$ cat config.mk
export PLATFORM = sky130hd
export DESIGN_NAME = bsg_strobe_sched_flat
export DESIGN_NICKNAME = d
export VERILOG_FILES = /design/src/rtl/bsg_strobe_sched_pkg.sv /design/src/rtl/bsg_strobe_sched_if.sv /design/src/rtl/bsg_strobe_sched_chan.sv /design/src/rtl/bsg_strobe_sched.sv /design/src/flat_wrapper.sv
export SDC_FILE = /design/constraint.sdc
export NUM_CORES = 1
export LEC_CHECK = 0
export BUFFER_PORTS_ARGS = -buffer_cell sky130_fd_sc_hd__buf_2
export CAP_MARGIN = 20
export CELL_PAD_IN_SITES_DETAIL_PLACEMENT = 0
export CELL_PAD_IN_SITES_GLOBAL_PLACEMENT = 1
export CORE_ASPECT_RATIO = 0.75
export CORE_MARGIN = 2
export CORE_UTILIZATION = 54
export DETAILED_ROUTE_END_ITERATION = 8
export PLACE_DENSITY_LB_ADDON = 0.1
export SLEW_MARGIN = 20
export SYNTH_ARGS = -nofsm -noshare
export SYNTH_HDL_FRONTEND = slang
export SYNTH_HIERARCHICAL = 1
export SYNTH_SLANG_ARGS = --single-unit
$ cat constraint.sdc
create_clock -name clk_i -period 4.2 [get_ports clk_i]
set_input_delay 0.42 -clock clk_i [delete_from_list [all_inputs] [get_ports clk_i]]
set_output_delay 0.42 -clock clk_i [all_outputs]
set_load 0.02 [all_outputs]
$ cat src/rtl/bsg_strobe_sched_pkg.sv
// bsg_strobe_sched_pkg: shared defaults and types for the multi-channel strobe scheduler.
package bsg_strobe_sched_pkg;
    localparam int els_default   = 4;
    localparam int width_default = 16;
    typedef logic [$clog2(els_default)-1:0] chan_id_t;
    typedef struct packed {
        logic                     en;
        logic [width_default-1:0] period;
    } chan_cfg_s;
endpackage

$ cat src/rtl/bsg_strobe_sched_if.sv
// bsg_strobe_sched_if: config bus plus valid/yumi token handshake of the strobe scheduler.
interface bsg_strobe_sched_if #(
    parameter int els_p   = bsg_strobe_sched_pkg::els_default,
    parameter int width_p = bsg_strobe_sched_pkg::width_default
);
    localparam int lg_els_lp = $clog2(els_p);
    logic                 cfg_v_i;
    logic [lg_els_lp-1:0] cfg_id_i;
    logic                 cfg_en_i;
    logic [width_p-1:0]   cfg_period_i;
    logic                 v_o;
    logic [lg_els_lp-1:0] id_o;
    logic                 yumi_i;
    logic [els_p-1:0]     miss_o;
    modport master (output cfg_v_i, cfg_id_i, cfg_en_i, cfg_period_i, yumi_i, input v_o, id_o, miss_o);
    modport slave  (input cfg_v_i, cfg_id_i, cfg_en_i, cfg_period_i, yumi_i, output v_o, id_o, miss_o);
endinterface

$ cat src/rtl/bsg_strobe_sched_chan.sv
// bsg_strobe_sched_chan: one programmable-period strobe counter with a single pending token and sticky miss flag.
// cfg is laid out as {en, period}, the same packing as chan_cfg_s.
module bsg_strobe_sched_chan import bsg_strobe_sched_pkg::*; #(
    parameter int width_p = width_default
) (
    input  logic             clk_i,
    input  logic             reset_n_i,
    input  logic             cfg_we,
    input  logic [width_p:0] cfg,
    input  logic             grant,
    output logic             pending,
    output logic             miss
);
    logic               en_r, pending_r, miss_r, expire;
    logic [width_p-1:0] period_r, count_r;
    assign expire  = en_r && count_r == '0;
    assign pending = pending_r;
    assign miss    = miss_r;
    always_ff @(posedge clk_i or negedge reset_n_i) begin
        if (!reset_n_i) begin
            en_r      <= 1'b0;
            period_r  <= '0;
            count_r   <= '0;
            pending_r <= 1'b0;
            miss_r    <= 1'b0;
        end else if (cfg_we) begin
            en_r      <= cfg[width_p];
            period_r  <= cfg[width_p-1:0];
            count_r   <= cfg[width_p-1:0];
            pending_r <= 1'b0;
            miss_r    <= 1'b0;
        end else begin
            if (en_r) count_r <= expire ? period_r : count_r - 1'b1;
            // a yielded token is immediately replaced by a same-cycle expiry, so that case is not a miss
            pending_r <= expire | (pending_r & ~grant);
            miss_r    <= miss_r | (expire & pending_r & ~grant);
        end
    end
endmodule

$ cat src/rtl/bsg_strobe_sched.sv
// bsg_strobe_sched: els_p strobe channels feeding one valid/yumi token port, round-robin arbitrated.
// Define BSG_STROBE_SCHED_FIXED_PRIO_EN for fixed priority (lowest pending id wins, no pointer).
module bsg_strobe_sched import bsg_strobe_sched_pkg::*; #(
    parameter int els_p   = els_default,
    parameter int width_p = width_default
) (
    input logic              clk_i,
    input logic              reset_n_i,
    bsg_strobe_sched_if.slave bus
);
    localparam int lg_els_lp = $clog2(els_p);
    logic [els_p-1:0]     pending, miss, grant, cfg_we;
    logic [lg_els_lp-1:0] id, j;
    logic                 v;
    assign v          = |pending;
    assign bus.v_o    = v;
    assign bus.id_o   = id;
    assign bus.miss_o = miss;
    for (genvar i = 0; i < els_p; i++) begin : g_chan
        assign cfg_we[i] = bus.cfg_v_i && bus.cfg_id_i == lg_els_lp'(i);
        assign grant[i]  = bus.yumi_i && v && id == lg_els_lp'(i);
        bsg_strobe_sched_chan #(.width_p(width_p)) chan (
            .clk_i    (clk_i),
            .reset_n_i(reset_n_i),
            .cfg_we   (cfg_we[i]),
            .cfg      ({bus.cfg_en_i, bus.cfg_period_i}),
            .grant    (grant[i]),
            .pending  (pending[i]),
            .miss     (miss[i])
        );
    end
`ifdef BSG_STROBE_SCHED_FIXED_PRIO_EN
    always_comb begin
        id = '0;
        j  = '0;
        for (int k = els_p - 1; k >= 0; k--) begin
            j = lg_els_lp'(k);
            if (pending[j]) id = j;
        end
    end
`else
    logic [lg_els_lp-1:0] rr_ptr_r;
    // scan downward from the farthest slot so the last hit is the first pending at or after rr_ptr_r
    always_comb begin
        id = '0;
        j  = '0;
        for (int k = els_p - 1; k >= 0; k--) begin
            j = lg_els_lp'((int'(rr_ptr_r) + k) % els_p);
            if (pending[j]) id = j;
        end
    end
    always_ff @(posedge clk_i or negedge reset_n_i) begin
        if (!reset_n_i) rr_ptr_r <= '0;
        else if (bus.yumi_i && v) rr_ptr_r <= id == lg_els_lp'(els_p - 1) ? '0 : id + 1'b1;
    end
`endif
endmodule
$ cat src/flat_wrapper.sv
// flat-port wrapper written by rule: the top's interface ports become plain ports
module bsg_strobe_sched_flat import bsg_strobe_sched_pkg::*;
#(
    parameter int els_p   = els_default,
    parameter int width_p = width_default
)
  (clk_i, reset_n_i, bus_cfg_v_i, bus_cfg_id_i, bus_cfg_en_i, bus_cfg_period_i, bus_yumi_i, bus_v_o, bus_id_o, bus_miss_o);
  bsg_strobe_sched_if #(.els_p(els_p), .width_p(width_p)) bus_i ();
  input logic clk_i;
  input logic reset_n_i;
  input wire logic [$bits(bus_i.cfg_v_i)-1:0] bus_cfg_v_i;
  input wire logic [$bits(bus_i.cfg_id_i)-1:0] bus_cfg_id_i;
  input wire logic [$bits(bus_i.cfg_en_i)-1:0] bus_cfg_en_i;
  input wire logic [$bits(bus_i.cfg_period_i)-1:0] bus_cfg_period_i;
  input wire logic [$bits(bus_i.yumi_i)-1:0] bus_yumi_i;
  output wire logic [$bits(bus_i.v_o)-1:0] bus_v_o;
  output wire logic [$bits(bus_i.id_o)-1:0] bus_id_o;
  output wire logic [$bits(bus_i.miss_o)-1:0] bus_miss_o;
  assign bus_i.cfg_v_i = bus_cfg_v_i;
  assign bus_i.cfg_id_i = bus_cfg_id_i;
  assign bus_i.cfg_en_i = bus_cfg_en_i;
  assign bus_i.cfg_period_i = bus_cfg_period_i;
  assign bus_i.yumi_i = bus_yumi_i;
  assign bus_v_o = bus_i.v_o;
  assign bus_id_o = bus_i.id_o;
  assign bus_miss_o = bus_i.miss_o;
  bsg_strobe_sched #(.els_p(els_p), .width_p(width_p)) u_core (.clk_i(clk_i), .reset_n_i(reset_n_i), .bus(bus_i));
endmodule
== Word-level counts from Yosys, hierarchy flattened ==
Cells that the tools add are included.

* Muxes and demuxes: 33
* Magnitude comparators: 4
* Add/sub/neg operators: 8
* Bitwise operators: 24
* Reductions and logical operators: 24
* Equality and inequality tests: 6

{| class="wikitable"
|+ Operator list
! cell !! number
|-
| $mux 16 || 12
|-
| $logic_not 16->1 || 4
|-
| $sub 16x1->16 const B || 4
|-
| $logic_and 1x1->1 || 13
|-
| $and 1x1->1 || 12
|-
| $lt 2x3->1 const B || 4
|-
| $mux 1 || 12
|-
| $mux 2 || 5
|-
| $bmux 1 s2 || 4
|-
| $eq 2x2->1 const B || 4
|-
| $or 1x1->1 || 8
|-
| $reduce_bool 2->1 || 4
|-
| $add 2x1->2 const B || 2
|-
| $add 2x2->2 const B || 2
|-
| $eq 2x1->1 const B || 2
|-
| $logic_not 2->1 || 2
|-
| $not 1->1 || 4
|-
| $reduce_or 4->1 || 1
|}

* Output and inout bits: 7
* Flip-flop bits (word level): 142

== Logic depth before layout (Yosys ltp) ==
Gate-level depths: netlist of run 1.

* Depth in word-level cells: 13
* Gate-level depth with buffers: 8
* Depth with buffers taken out: 8

== Hierarchy ==
The synthesis of run 1 kept the hierarchy.

{| class="wikitable"
|+ Modules (own cells, without submodules)
! module !! area an instance (um2) !! cells an instance !! sequential area each (um2) !! times used
|-
| bsg_strobe_sched_chan (u_core.g_chan[0].chan ...) || 1838.0 || 169 || 875.8 || 3
|-
| bsg_strobe_sched_chan (u_core.g_chan[3].chan) || 1941.9 || 179 || 875.8 || 1
|-
| bsg_strobe_sched || 285.3 || 35 || 50.0 || 1
|}

== Worst setup path after synthesis of run 1 ==
OpenSTA, ideal clock, no wires.

* Path kind: input-to-reg
* From: in bus_cfg_id_i[0]
* To: reg u_core.g_chan[0].chan.period_r[12]
* Buffers on the path: 2
* Library setup time: 0.125 ns
* Slack: 2.315 ns
* Stages: 4
* Arrival time: 1.760 ns
* Cells stage by stage: nor3b_1 -> clkbuf_1 -> clkbuf_1 -> mux2_2

* Word-level cells in the longest chain between the ends: 2

{| class="wikitable"
|+ Ends and longest elaborated chain
! item !! line !! text
|-
| start, declared || flat_wrapper.sv:12 || <nowiki>input wire logic [$bits(bus_i.cfg_id_i)-1:0] bus_cfg_id_i;</nowiki>
|-
| $logic_not 2->1 || bsg_strobe_sched.sv:20 || <nowiki>assign cfg_we[i] = bus.cfg_v_i && bus.cfg_id_i == lg_els_lp'(i);</nowiki>
|-
| $logic_and 1x1->1 || bsg_strobe_sched.sv:20 ||
|-
| end signal, assigned || bsg_strobe_sched_chan.sv:28 || <nowiki>period_r <= cfg[width_p-1:0];</nowiki>
|-
| end, declared || bsg_strobe_sched_chan.sv:15 || <nowiki>logic [width_p-1:0] period_r, count_r;</nowiki>
|}

Every way passes these cells.
A chain may end at the register's enable or synchronous reset.

== Worst setup path after layout of run 1 ==
* From: reg u_core.g_chan[0].chan.count_r[4]
* To: reg u_core.g_chan[0].chan.count_r[6]

* Word-level cells in the longest chain between the ends: 5

{| class="wikitable"
|+ Ends and longest elaborated chain
! item !! line !! text
|-
| start, declared || bsg_strobe_sched_chan.sv:15 ||
|-
| start signal, assigned || bsg_strobe_sched_chan.sv:29 || <nowiki>count_r <= cfg[width_p-1:0];</nowiki>
|-
| start signal, assigned || bsg_strobe_sched_chan.sv:33 || <nowiki>if (en_r) count_r <= expire ? period_r : count_r - 1'b1;</nowiki>
|-
| branches (longest 2 deep; another with $sub 16x1->16) || -- ||
|-
| $mux 16 (*) (2 in a row) || bsg_strobe_sched_chan.sv:33 ||
|-
| $mux 16 (*) || bsg_strobe_sched_chan.sv:26 || <nowiki>end else if (cfg_we) begin</nowiki>
|}

Mark *: on every way between the ends. The select of a mux whose other input is x is not followed.

==> run metrics, run 1 <==
WP data arrival=2670 ps; CORE AREA=13,840 µm²; vias in the first global route=around 5,500; final setup violation count=0; post-synth design cell area=7741 µm²; initial antenna violation count=0; port buffer count=29; DR WL/cell=20.69 µm; Final Hold Viols=0; most used flip-flop cell after synthesis=dfrtp_1; pwr/cell area=676.9 nW/µm²; Rel. slew slack=24.83%; die height=107.7 µm; Startpoint Class=flip-flop; Ant. Diodes=0; clock skew=around 6.9 ps; HPWL Detailed=12.13 mm; Placer Congestion=0.8558; Final Total Pwr=between 5 and 6 mW; clock share of power=29.4%; post-CTS setup buffer count=0; # DRC=0; Synth Warn #=6; post-synthesis cell count=approximately 720; Slew Limit Fails=0; Seq pwr share=39.9%; ys async rst share=100.0%; CP Max Fanout=27; DRT antenna net count=0; Clock Tree Root=clkbuf_16; Synth cell types=62; Max Freq=around 420 MHz; share of layout cells above drive strength 1=21.91%; CTS Sinks=142; Post-Syn Area per Cell=around 11 µm²; largest net degree at the start of global routing=67; setup ws final=1837 ps; Via density=6.462; gr usage total=between 20% and 30%; Clk Latency, worst-skew pair=430 ps; Hold Crit Class=in -> reg; first-pass GRT wire length=31.08 mm; DIE AREA=15,320 µm²; Leak=3.559 nW; clock buffer count from CTS=17; Post-Route WL=19.20 mm; Required @ worst endpoint=4510 ps; max cap viols=0; Worst Tran Pin Value=between 1000 and 1500 ps; row count=37; TNS Setup=0 ps; RSZ-0062 raised after global routing=false; initial core utilization=55.93%; io pins=30; Internal=around 3.8 mW; Hold WS=324.0 ps; H-tree depth=4; switching share of power=35.81%; fin crit period=2363 ps; worst vdd ir=0.0003320 V; final worst-path cycle share=56.26%; CTS tree=built; Area Overhead vs Synth=12.22%; Place WS=between 1500 and 2000 ps; sequential element share of the synthesized area=45.90%; GRT overflow=0; Total Nets Final=775; via count=5,997; kind of critical path=reg -> reg; status=finished, final reports clean; post_cts resized=0; cts hold-fix bufs=1; Die Width=142.3 µm; sw power=2.105 mW; 1st-iter DRT viols=between 500 and 600; #FFs+latches synth=142; syn nets=756; combinational share of power=between 30% and 40%; fillers=1,163; Clock Path Buffers=2; Post-DP Area=between 7000 and 8000 µm²; Worst Setup End Kind=flip-flop; Post-synth EDFFs=0; TritonRoute pass-1 iters=5; post-route cell area=8687 µm²; Clock Pin Slew Worst Setup and Hold Paths=60 ps
==> power groups by stage <==
stage	registers (mW)	clock network, mW	logic (mW)
floorplan	2.20	0	1.47
global placement	2.33	0	1.73
detailed placement	2.34	0	1.77
CTS	2.33	1.76	1.80
global route	2.40	1.82	2.02
finish	2.34	1.73	1.81
==> worst max-delay path: stages (launching register included) <==
cell and delay (ps):
dfrtp_1 430, nor4_4 600, nand4_4 450, o21ai_0 360
a21oi_1 90, a221o_1 290
==> Yosys cell counts (all sizes together), types with 12 or more instances <==
cell type | number | area share [%]
a221o | 24 | 3.1
nor2 | 38 | 1.8
nor3 | 23 | 1.5
a21oi | 26 | 1.7
xnor2 | 16 | 1.8
ha | 12 | 1.9
clkbuf | 22 | 1.1
nor4 | 16 | 3.2
o21ai | 74 | 4.9
nand2 | 40 | 1.9
mux2 | 62 | 9.1
inv | 12 | 0.58
nand4 | 12 | 1.6
nand3 | 18 | 1.4
dfrtp | 142 | 46
buf | 14 | 1.2
a22o | 16 | 1.8
xor2 | 23 | 2.6
a22oi | 24 | 2.3
a31oi | 21 | 1.7
==> through the flow <==
| step | utilization (%) | std cells |
|---|---|---|
| after CTS | 62.70 | 928 |
| final | 62.76 | 928 |
| after global placement | 57.72 | 895 |
| after global routing | 62.76 | 928 |
| after floorplan | - | 721 |
| after detailed placement | 57.72 | 895 |
==> cells by family (layout without fill, tap and decap cells) <==
kind of cell | Yosys count | in the layout | share of synthesized area [%]
buffers and inverters | 48 | 80 | 2.829
DFF | 142 | 142 | 45.90
AOI/OAI and AO/OA | 224 | 224 | 19.72
and+or+nand+nor | 191 | 191 | 15.74
xor gates and xnor gates | 39 | 39 | 4.412
muxes | 65 | 65 | 9.455
adders and majority gates | 12 | 12 | 1.939
==> registers in the layout (all words and copies together) (netlist names) <==
signal / flops
u_core/g_chan.chan/pending: 4
u_core/g_chan.chan/en_r: 4
u_core/g_chan.chan/miss: 4
u_core/rr_ptr_r: 2
u_core/g_chan.chan/count_r: 64
u_core/g_chan.chan/period_r: 64
==> cell usage in the layout (no fill, tap or decap), types with 4 or more instances in the layout <==
cell and n:
bufinv_16 6, buf_4 6, nor2_1 34, a22o_1 16
nor4_2 5, a21oi_1 26, dfrtp_1 142, a211oi_1 8
nor3_1 23, a22oi_1 24, nand4_1 8, inv_1 12
clkinv_2 5, nand2b_1 10, buf_2 28, nor2b_1 4
or3_1 4, nand3_1 15, xor2_1 23, xnor2_1 16
and2_1 6, o31ai_1 5, o21ai_0 50, nor3b_1 4
ha_1 12, nor4_4 8, o21ai_1 21, mux2_2 61
a221o_1 24, nor2_2 4, nand2_1 40, clkbuf_16 17
a31oi_1 21
==> worst paths after layout <==
kind                                                   from                                 end  slack (ps)  cells after the start
setup reg to reg           u_core/g_chan[0].chan/count_r[4]    u_core/g_chan[0].chan/count_r[6]        1840                      5
hold / removal                                 bus_cfg_en_i          u_core/g_chan[1].chan/en_r         320                      3
hold reg to reg                  u_core/g_chan[1].chan/miss          u_core/g_chan[1].chan/miss         500                      1
min in group asynchronous                         reset_n_i    u_core/g_chan[2].chan/count_r[1]         550                      2
setup / recovery           u_core/g_chan[0].chan/count_r[4]    u_core/g_chan[0].chan/count_r[6]        1840                      5
max in group asynchronous                         reset_n_i  u_core/g_chan[1].chan/period_r[12]        2690                      3
==> routing by layer <==
| layer | wire (µm) | global-route usage (%) | vias to the layer above | share of wire (%) |
|---|---|---|---|---|
| met1 | 9491 | 40.23 | 3057 | 49 |
| met2 | 8709 | 39.54 | 150 | 45 |
| met4 | 138 | 6.714 | 0 | 0.72 |
| met3 | 860 | 5.516 | 10 | 4.5 |
| met5 | 0 | 0 | - | 0 |
| li1 | - | - | 2780 | - |
==> final cells by class <==
type | instances | area [µm²] | share of cell area [%]
Clock inverter | 12 | 212.7 | 2.449
Inverter | 12 | 45.04 | 0.5185
Multi-Input combinational cell | 531 | 3984 | 45.86
Tap cell | 175 | 219.0 | 2.521
Clock buffer | 20 | 466.7 | 5.372
Timing Repair Buffer | 36 | 206.4 | 2.376
Sequential cell | 142 | 3553 | 40.90
Power figures use the tool's default switching activity.
==> inputs of run 2 (changes only) <==
ABC_AREA = 1   (was not set)
CORE_UTILIZATION = 46   (was 54)
clock period = 2.5 ns   (was 4.2 ns; I/O delays follow)
==> run metrics, run 2 <==
status=finished, final reports clean; vias in the first global route=7,504 (+37%); top-count cell post-synth=nand2_1; row count=43 (+16%); largest cells by area after synthesis=dfrtp_1 41%, nand2_1 18%, nand3_1 6.1%, inv_1 6.0%, a21boi_0 4.0%; Post-synth EDFFs=0 (unchanged); cells along the critical path=inv_4 > nand2_1 > nand3_1 > nand2_1 > nand3_2 > nand2_1 > nand2_1 > nand2_2 > buf_2; 1st-iter DRT viols=666 (+12%); Area Overhead vs Synth=13.09%; WP data arrival=1800 ps (-870 ps); share of layout cells above drive strength 1=13.36% (-8.6 points); largest net degree at the start of global routing=45 (-33%); Die Width=163.4 µm (+15%); CP Max Fanout=10 (-63%); mux cell area share after synthesis=0% (-9.5 points); HPWL Detailed=17.39 mm (+43%); WP buf/inv=2 (+2); initial core utilization=47.22% (-8.7 points); DIE AREA=20,190 µm² (+32%); clock buffer count from CTS=17 (unchanged); worst vdd ir=0.0004429 V (+33%); Critical Path Slowest Stage Cell=dfrtp_1; Commonest cells post-synth=422 x nand2_1, 142 x dfrtp_1, 140 x inv_1; dpl cells=1,480 (+65%); Clock Path Buffers=2 (unchanged); CTS Sinks=142 (unchanged); Ant. Diodes=0 (unchanged); # DRC=0 (unchanged); Leak=5.305 nW (+49%); DR WL/cell=16.08 µm (-22%); Clk Latency, worst-skew pair=430 ps (about the same); Clock Pin Slew Worst Setup and Hold Paths=60 ps (about the same); Rel. slew slack=27.18% (+2.3 points); Max Freq=487.3 MHz; sequential element share of the synthesized area=40.54% (-5.4 points); max cap viols=0 (unchanged); Synth Area in Compound Gates=10.68% (-9.0 points); final worst-path cycle share=~82%; fin crit period=slightly above 2000 ps; ys async rst share=100.0% (unchanged); TNS Setup=0 ps (unchanged); commonest non-fill, non-tap cell in the layout=nand2_1; most used flip-flop cell after synthesis=dfrtp_1; Placer Congestion=0.8537 (-0.25%); Worst Setup End Kind=output port; io pins=30 (unchanged); largest family of logic cells by synthesized area=simple AND/OR/NAND/NOR gates; port buffer count=29 (unchanged); Hold Crit Class=in -> reg; final setup violation count=0 (unchanged); post-synth design cell area=8765 µm² (+13%); Worst Tran Pin Value=1088 ps (-35.11 ps); GRT overflow=0 (unchanged); Crit path largest cell delay=560 ps (-40 ps); syn nets=1,243 (+64%); Slew Limit Fails=0 (unchanged); kind of critical path=reg -> out; commonest cells after routing, fill and taps aside=422 x nand2_1, 142 x dfrtp_1, 140 x inv_1; initial antenna violation count=0 (unchanged); Startpoint Class=flip-flop; fillers=1,844 (+59%); #FFs+latches synth=142 (unchanged); gr usage total=26.18% (-0.57 points); cell taking the most area after synthesis=dfrtp_1; most used cell, CP=nand2_1; Post-Syn Area per Cell=7.256 µm² (-32%); area share of the largest cell type after synthesis=40.54% (-5.4 points); H-tree depth=4 (unchanged); Via density=5.087 (-21%); die height=123.5 µm (+15%); Synth Area in XOR/XNOR=1.399% (-3.0 points); Post-Route WL=24.31 mm (+27%); RSZ-0062 raised after global routing=false; Post-Synth Simple-Gate Area=36.77% (+21 points); Synth cell types=37 (-40%); first-pass GRT wire length=40.45 mm (+30%); CORE AREA=18,560 µm² (+34%); Clock Tree Root=clkbuf_16; Required @ worst endpoint=2250 ps (-2260 ps); Place WS=528.1 ps (-1274 ps); Final Hold Viols=0 (unchanged); Synth Warn #=6 (unchanged); DRT antenna net count=0 (unchanged); TritonRoute pass-1 iters=5 (unchanged); Post-Layout Cell Count=1,512 (+63%); biggest regs=u_core/g_chan.chan/count_r x64, u_core/g_chan.chan/period_r x64; post-synthesis cell count=1,208 (+68%); setup ws final=447.7 ps (-1389 ps); pwr/cell area=1094 nW/µm² (+62%); clock skew=14.27 ps (+7.374 ps); CTS tree=built; via count=7,692 (+28%); Total Nets Final=1,288 (+66%); Crit path max-delay family=simple AND/OR/NAND/NOR gates; Adder-Cell Fraction of Synth Area=1.713% (-0.23 points)
## run 2: changes by cell type after synthesis, sizes merged, moves of 18 or more
cell	previous run	this run
a21boi	2	47
a221o	24	0
a22oi	24	0
a31oi	21	0
inv	12	149
mux2	62	0
nand2	40	433
nand3	18	116
nor2	38	129
nor3	23	5
o21ai	74	54
## run 2: metrics by stage
stage / power [mW] / util, % / instance area [µm²] / hold WS [ps]
2_1_floorplan: 6.949 / - / 8765 / -45.59
3_3_place_gp: 7.990 / 49.92 / 9265 / 197.6
3_5_place_dp: 8.028 / 49.92 / 9265 / 208.3
4_1_cts: 10.89 / 53.40 / 9912 / 125.8
5_1_grt: 11.77 / 53.40 / 9912 / 136.3
6_report: 10.84 / 53.40 / 9912 / 148.6
## run 2: cell type report
class	instances	area (µm²)	share of cell area (%)
Timing Repair Buffer	58	384.1	3.875
Clock buffer	20	446.7	4.506
Multi-Input combinational cell	881	4452	44.91
Clock inverter	11	190.2	1.919
Sequential cell	142	3553	35.85
Inverter	153	576.8	5.819
Tap cell	247	309.0	3.118
## run 2: cell families after synthesis
kind of cell	after synthesis
simple gates	711
buf+inv	185
compound gates	144
flops	142
xor+xnor	14
fa+ha+maj	12
## run 2: worst paths after layout
| path | to | start | slack, ps | cells past startpoint |
|---|---|---|---|---|
| worst max-delay path | bus_id_o[0] | u_core/rr_ptr_r[0] | 450 | 9 |
| min in group asynchronous | u_core/g_chan[3].chan/period_r[7] | reset_n_i | 310 | 2 |
| worst max register to register | u_core/g_chan[0].chan/miss | u_core/rr_ptr_r[0] | 500 | 16 |
| max in group asynchronous | u_core/g_chan[0].chan/period_r[4] | reset_n_i | 1460 | 3 |
| worst min-delay path | u_core/g_chan[3].chan/period_r[15] | bus_cfg_period_i[15] | 150 | 3 |
| worst min register to register | u_core/g_chan[3].chan/period_r[11] | u_core/g_chan[3].chan/period_r[11] | 460 | 2 |
## run 2: power breakdown
part	leakage, nW	internal (mW)	switching [mW]
Sequential	1.78	2.97	0.754
Combinational	3.22	1.51	2.82
Clock	0.310	1.79	1.01
## run 2: worst reg2reg max path, cell delays in order (launching register included)
cell     delay, ps
dfrtp_1        560
inv_4           70
nand2_1         90
nand3_1         90
nand2_1         90
nand3_2         70
nand2_1         60
nand2_1         70
nand2_2        110
inv_1           70
ha_1           190
inv_1           50
nor2_1          40
nor2_1         100
inv_1           60
nor2_1         120
o21a_1         130
## run 2: repair_timing
action | CTS | global route
hold buffers | 1 | 0
buffers inserted | 0 | 0
endpoints found under the hold margin | 40 | 0
resized for setup | 0 | 0
## run 2: per-layer routing
layer	up-vias	global-route usage, %	routed length [µm]
met2	172	40.82	10610
li1	3896	-	-
met5	-	0	0
met4	0	4.923	233
met3	13	4.260	1203
met1	3611	38.73	12270
==> inputs of run 3 (changes only) <==
CORE_UTILIZATION = 42   (was 46)
clock period = 1.65 ns   (was 2.5 ns; I/O delays follow)
==> run metrics, run 3 (synthesized netlist as in run 2, its figures left out) <==
combinational share of power=48.1% (+8.2 points); Worst Setup End Kind=output port; Required @ worst endpoint=1480 ps (-770 ps); share of layout cells above drive strength 1=24.28% (+11 points); clock skew=14.50 ps (+0.2355 ps); hold path endpoint=u_core/g_chan[3].chan/en_r; HPWL Detailed=18.57 mm (+6.8%); clock buffer count from CTS=17 (unchanged); Critical Path Slowest Stage Cell=dfrtp_2; Rel. slew slack=55.25% (+28 points); final setup violation count=11 (+11); fillers=1,926 (+4.4%); WP data arrival=1780 ps (-20 ps); Placer Congestion=0.8410 (-1.5%); Max Freq=514.4 MHz; Total Nets Final=1,386 (+7.6%); commonest cells after routing, fill and taps aside=406 x nand2_1, 139 x dfrtp_1, 126 x inv_1; cells along the critical path=buf_12 > clkinv_8 > nand3_2 > and2_4 > nand3_4 > nand2_2 > nand2_2 > nand2_4 > buf_6 > buf_6; RSZ-0062 raised after global routing=true; largest net degree at the start of global routing=38 (-16%); Seq pwr share=29.9% (-4.4 points); Crit path largest cell delay=430 ps (-130 ps); Reg2Reg Launch Point=u_core/rr_ptr_r[0]; clock share of power=21.9% (-3.9 points); sw power=7.730 mW (+69%); DR WL/cell=15.80 µm (-1.8%); max cap viols=0 (unchanged); pwr/cell area=1649 nW/µm² (+51%); beginning of the worst hold path=bus_cfg_en_i; fin crit period=between 1500 and 2000 ps; vias in the first global route=7,780 (+3.7%); M1 GR Usage=36.55% (-2.2 points); H-tree depth=4 (unchanged); Startpoint Class=flip-flop; worst flop-to-flop path endpoint=u_core/g_chan[1].chan/miss; switching share of power=42.06% (-0.17 points); initial antenna violation count=0 (unchanged); Area Overhead vs Synth=27.14%; CTS tree=built; CTS Sinks=142 (unchanged); commonest non-fill, non-tap cell in the layout=nand2_1; post-layout util=54.82% (+1.4 points); Clock Pin Slew Worst Setup and Hold Paths=60 ps (about the same); Ant. Diodes=0 (unchanged); Via density=4.926 (-3.2%); Post-Route WL=25.99 mm (+6.9%); # DRC=0 (unchanged); worst vdd ir=0.0008477 V (+91%); gr busiest metal=met2; biggest regs=u_core/g_chan.chan/count_r x64, u_core/g_chan.chan/period_r x64; die height=129.1 µm (+4.5%); Leak=5.835 nW (+10%); GRT overflow=0 (unchanged); CP Max Fanout=5 (-5); WP buf/inv=4 (+2); R2R depth=15 (-1); Crit path max-delay family=simple AND/OR/NAND/NOR gates; via count=8,103 (+5.3%); 1st-iter DRT viols=542 (-19%); TritonRoute pass-1 iters=5 (unchanged); port buffer count=29 (unchanged); final worst-path cycle share=117.8%; Worst Tran Pin Value=670.6 ps (-417.7 ps); io pins=30 (unchanged); Final Hold Viols=0 (unchanged); r2r setup slk=-260 ps (-760 ps); row count=45 (+4.7%); M2 GR Usage=37.18% (-3.6 points); failing checks=negative setup slack; Hold Crit Depth=3 (unchanged); post-route cell area=11,140 µm² (+12%); Hold Crit Class=in -> reg; kind of critical path=reg -> out; initial core utilization=43.12% (-4.1 points); Clock Tree Root=clkbuf_16; Clock Path Buffers=2 (unchanged); first-pass GRT wire length=41.99 mm (+3.8%); DIE AREA=22,050 µm² (+9.2%); met3 Use GR=5.040% (+0.78 points); Post-DP Area=10,030 µm² (+8.2%); CORE AREA=20,330 µm² (+9.5%); Die Width=170.8 µm (+4.5%); gr usage total=24.76% (-1.4 points); setup ws final=-294.1 ps (-741.8 ps); Slew Limit Fails=0 (unchanged); Internal=10.65 mW (+70%); DRT antenna net count=0 (unchanged); Clk Latency, worst-skew pair=420 ps (about the same); status=complete, but fails checks
run 3: worst max path at each step:
stage	start	to	slack, ps	depth (start not counted)
after floorplan	u_core/rr_ptr_r[0]	u_core/g_chan[2].chan/miss	-90	16
after global placement	u_core/rr_ptr_r[0]	u_core/g_chan[2].chan/miss	-300	16
after detailed placement	u_core/rr_ptr_r[0]	u_core/g_chan[2].chan/miss	-350	16
after CTS	u_core/rr_ptr_r[0]	bus_id_o[0]	-270	10
after global routing	u_core/rr_ptr_r[0]	u_core/g_chan[0].chan/miss	-390	16
final	u_core/rr_ptr_r[0]	bus_id_o[0]	-290	10
run 3: what timing repair did:
item	CTS	global route
endpoints found under the hold margin	58	0
hold buffers	1	0
endpoints found under the setup margin	19	64
cloned	0	2
setup buffers	5	11
pin swaps	15	22
gates resized for setup	23	79
run 3: cell type report:
cell class | instances | area (µm²) | share of cell area [%]
multi-input combinational | 882 | 4782 | 42.91
sequential | 142 | 3557 | 31.92
timing repair buffer | 155 | 1251 | 11.23
inverter | 153 | 591.8 | 5.311
clock buffer | 22 | 474.2 | 4.256
tap | 282 | 352.8 | 3.166
clock inverter | 9 | 133.9 | 1.201
run 3: layer usage:
layer	wire length, µm	part of all wire [%]	vias up
met5	0	0	-
met1	13490	52	3840
met4	335	1.3	0
li1	-	-	4117
met2	11040	42	129
met3	1125	4.3	17
run 3: tightest hold or removal path, stage by stage:
cell and delay [ps]:
buf_2 150, nor2_1 60, nor2_1 70
run 3: through the flow:
step | setup WS, ps | power (mW) | instances | hold slack [ps] | setup TNS [ps]
finish | -294.1 | 18.38 | 1645 | 71.20 | -2177
global route | -392.1 | 19.86 | 1645 | 95.03 | -3643
CTS | -274.3 | 17.70 | 1632 | 61.84 | -1949
detailed placement | -354.4 | 13.30 | 1595 | 106.4 | -2977
global placement | -297.8 | 13.25 | 1595 | 107.0 | -2200
floorplan | -92.84 | 10.68 | 1208 | -130.6 | -418.5
run 3: power groups by stage:
stage	clock (mW)	combinational, mW	sequential, mW
3_3_place_gp	0	7.74	5.51
3_5_place_dp	0	7.79	5.51
4_1_cts	4.10	8.16	5.44
6_report	4.03	8.85	5.50
2_1_floorplan	0	5.36	5.31
5_1_grt	4.25	9.94	5.66
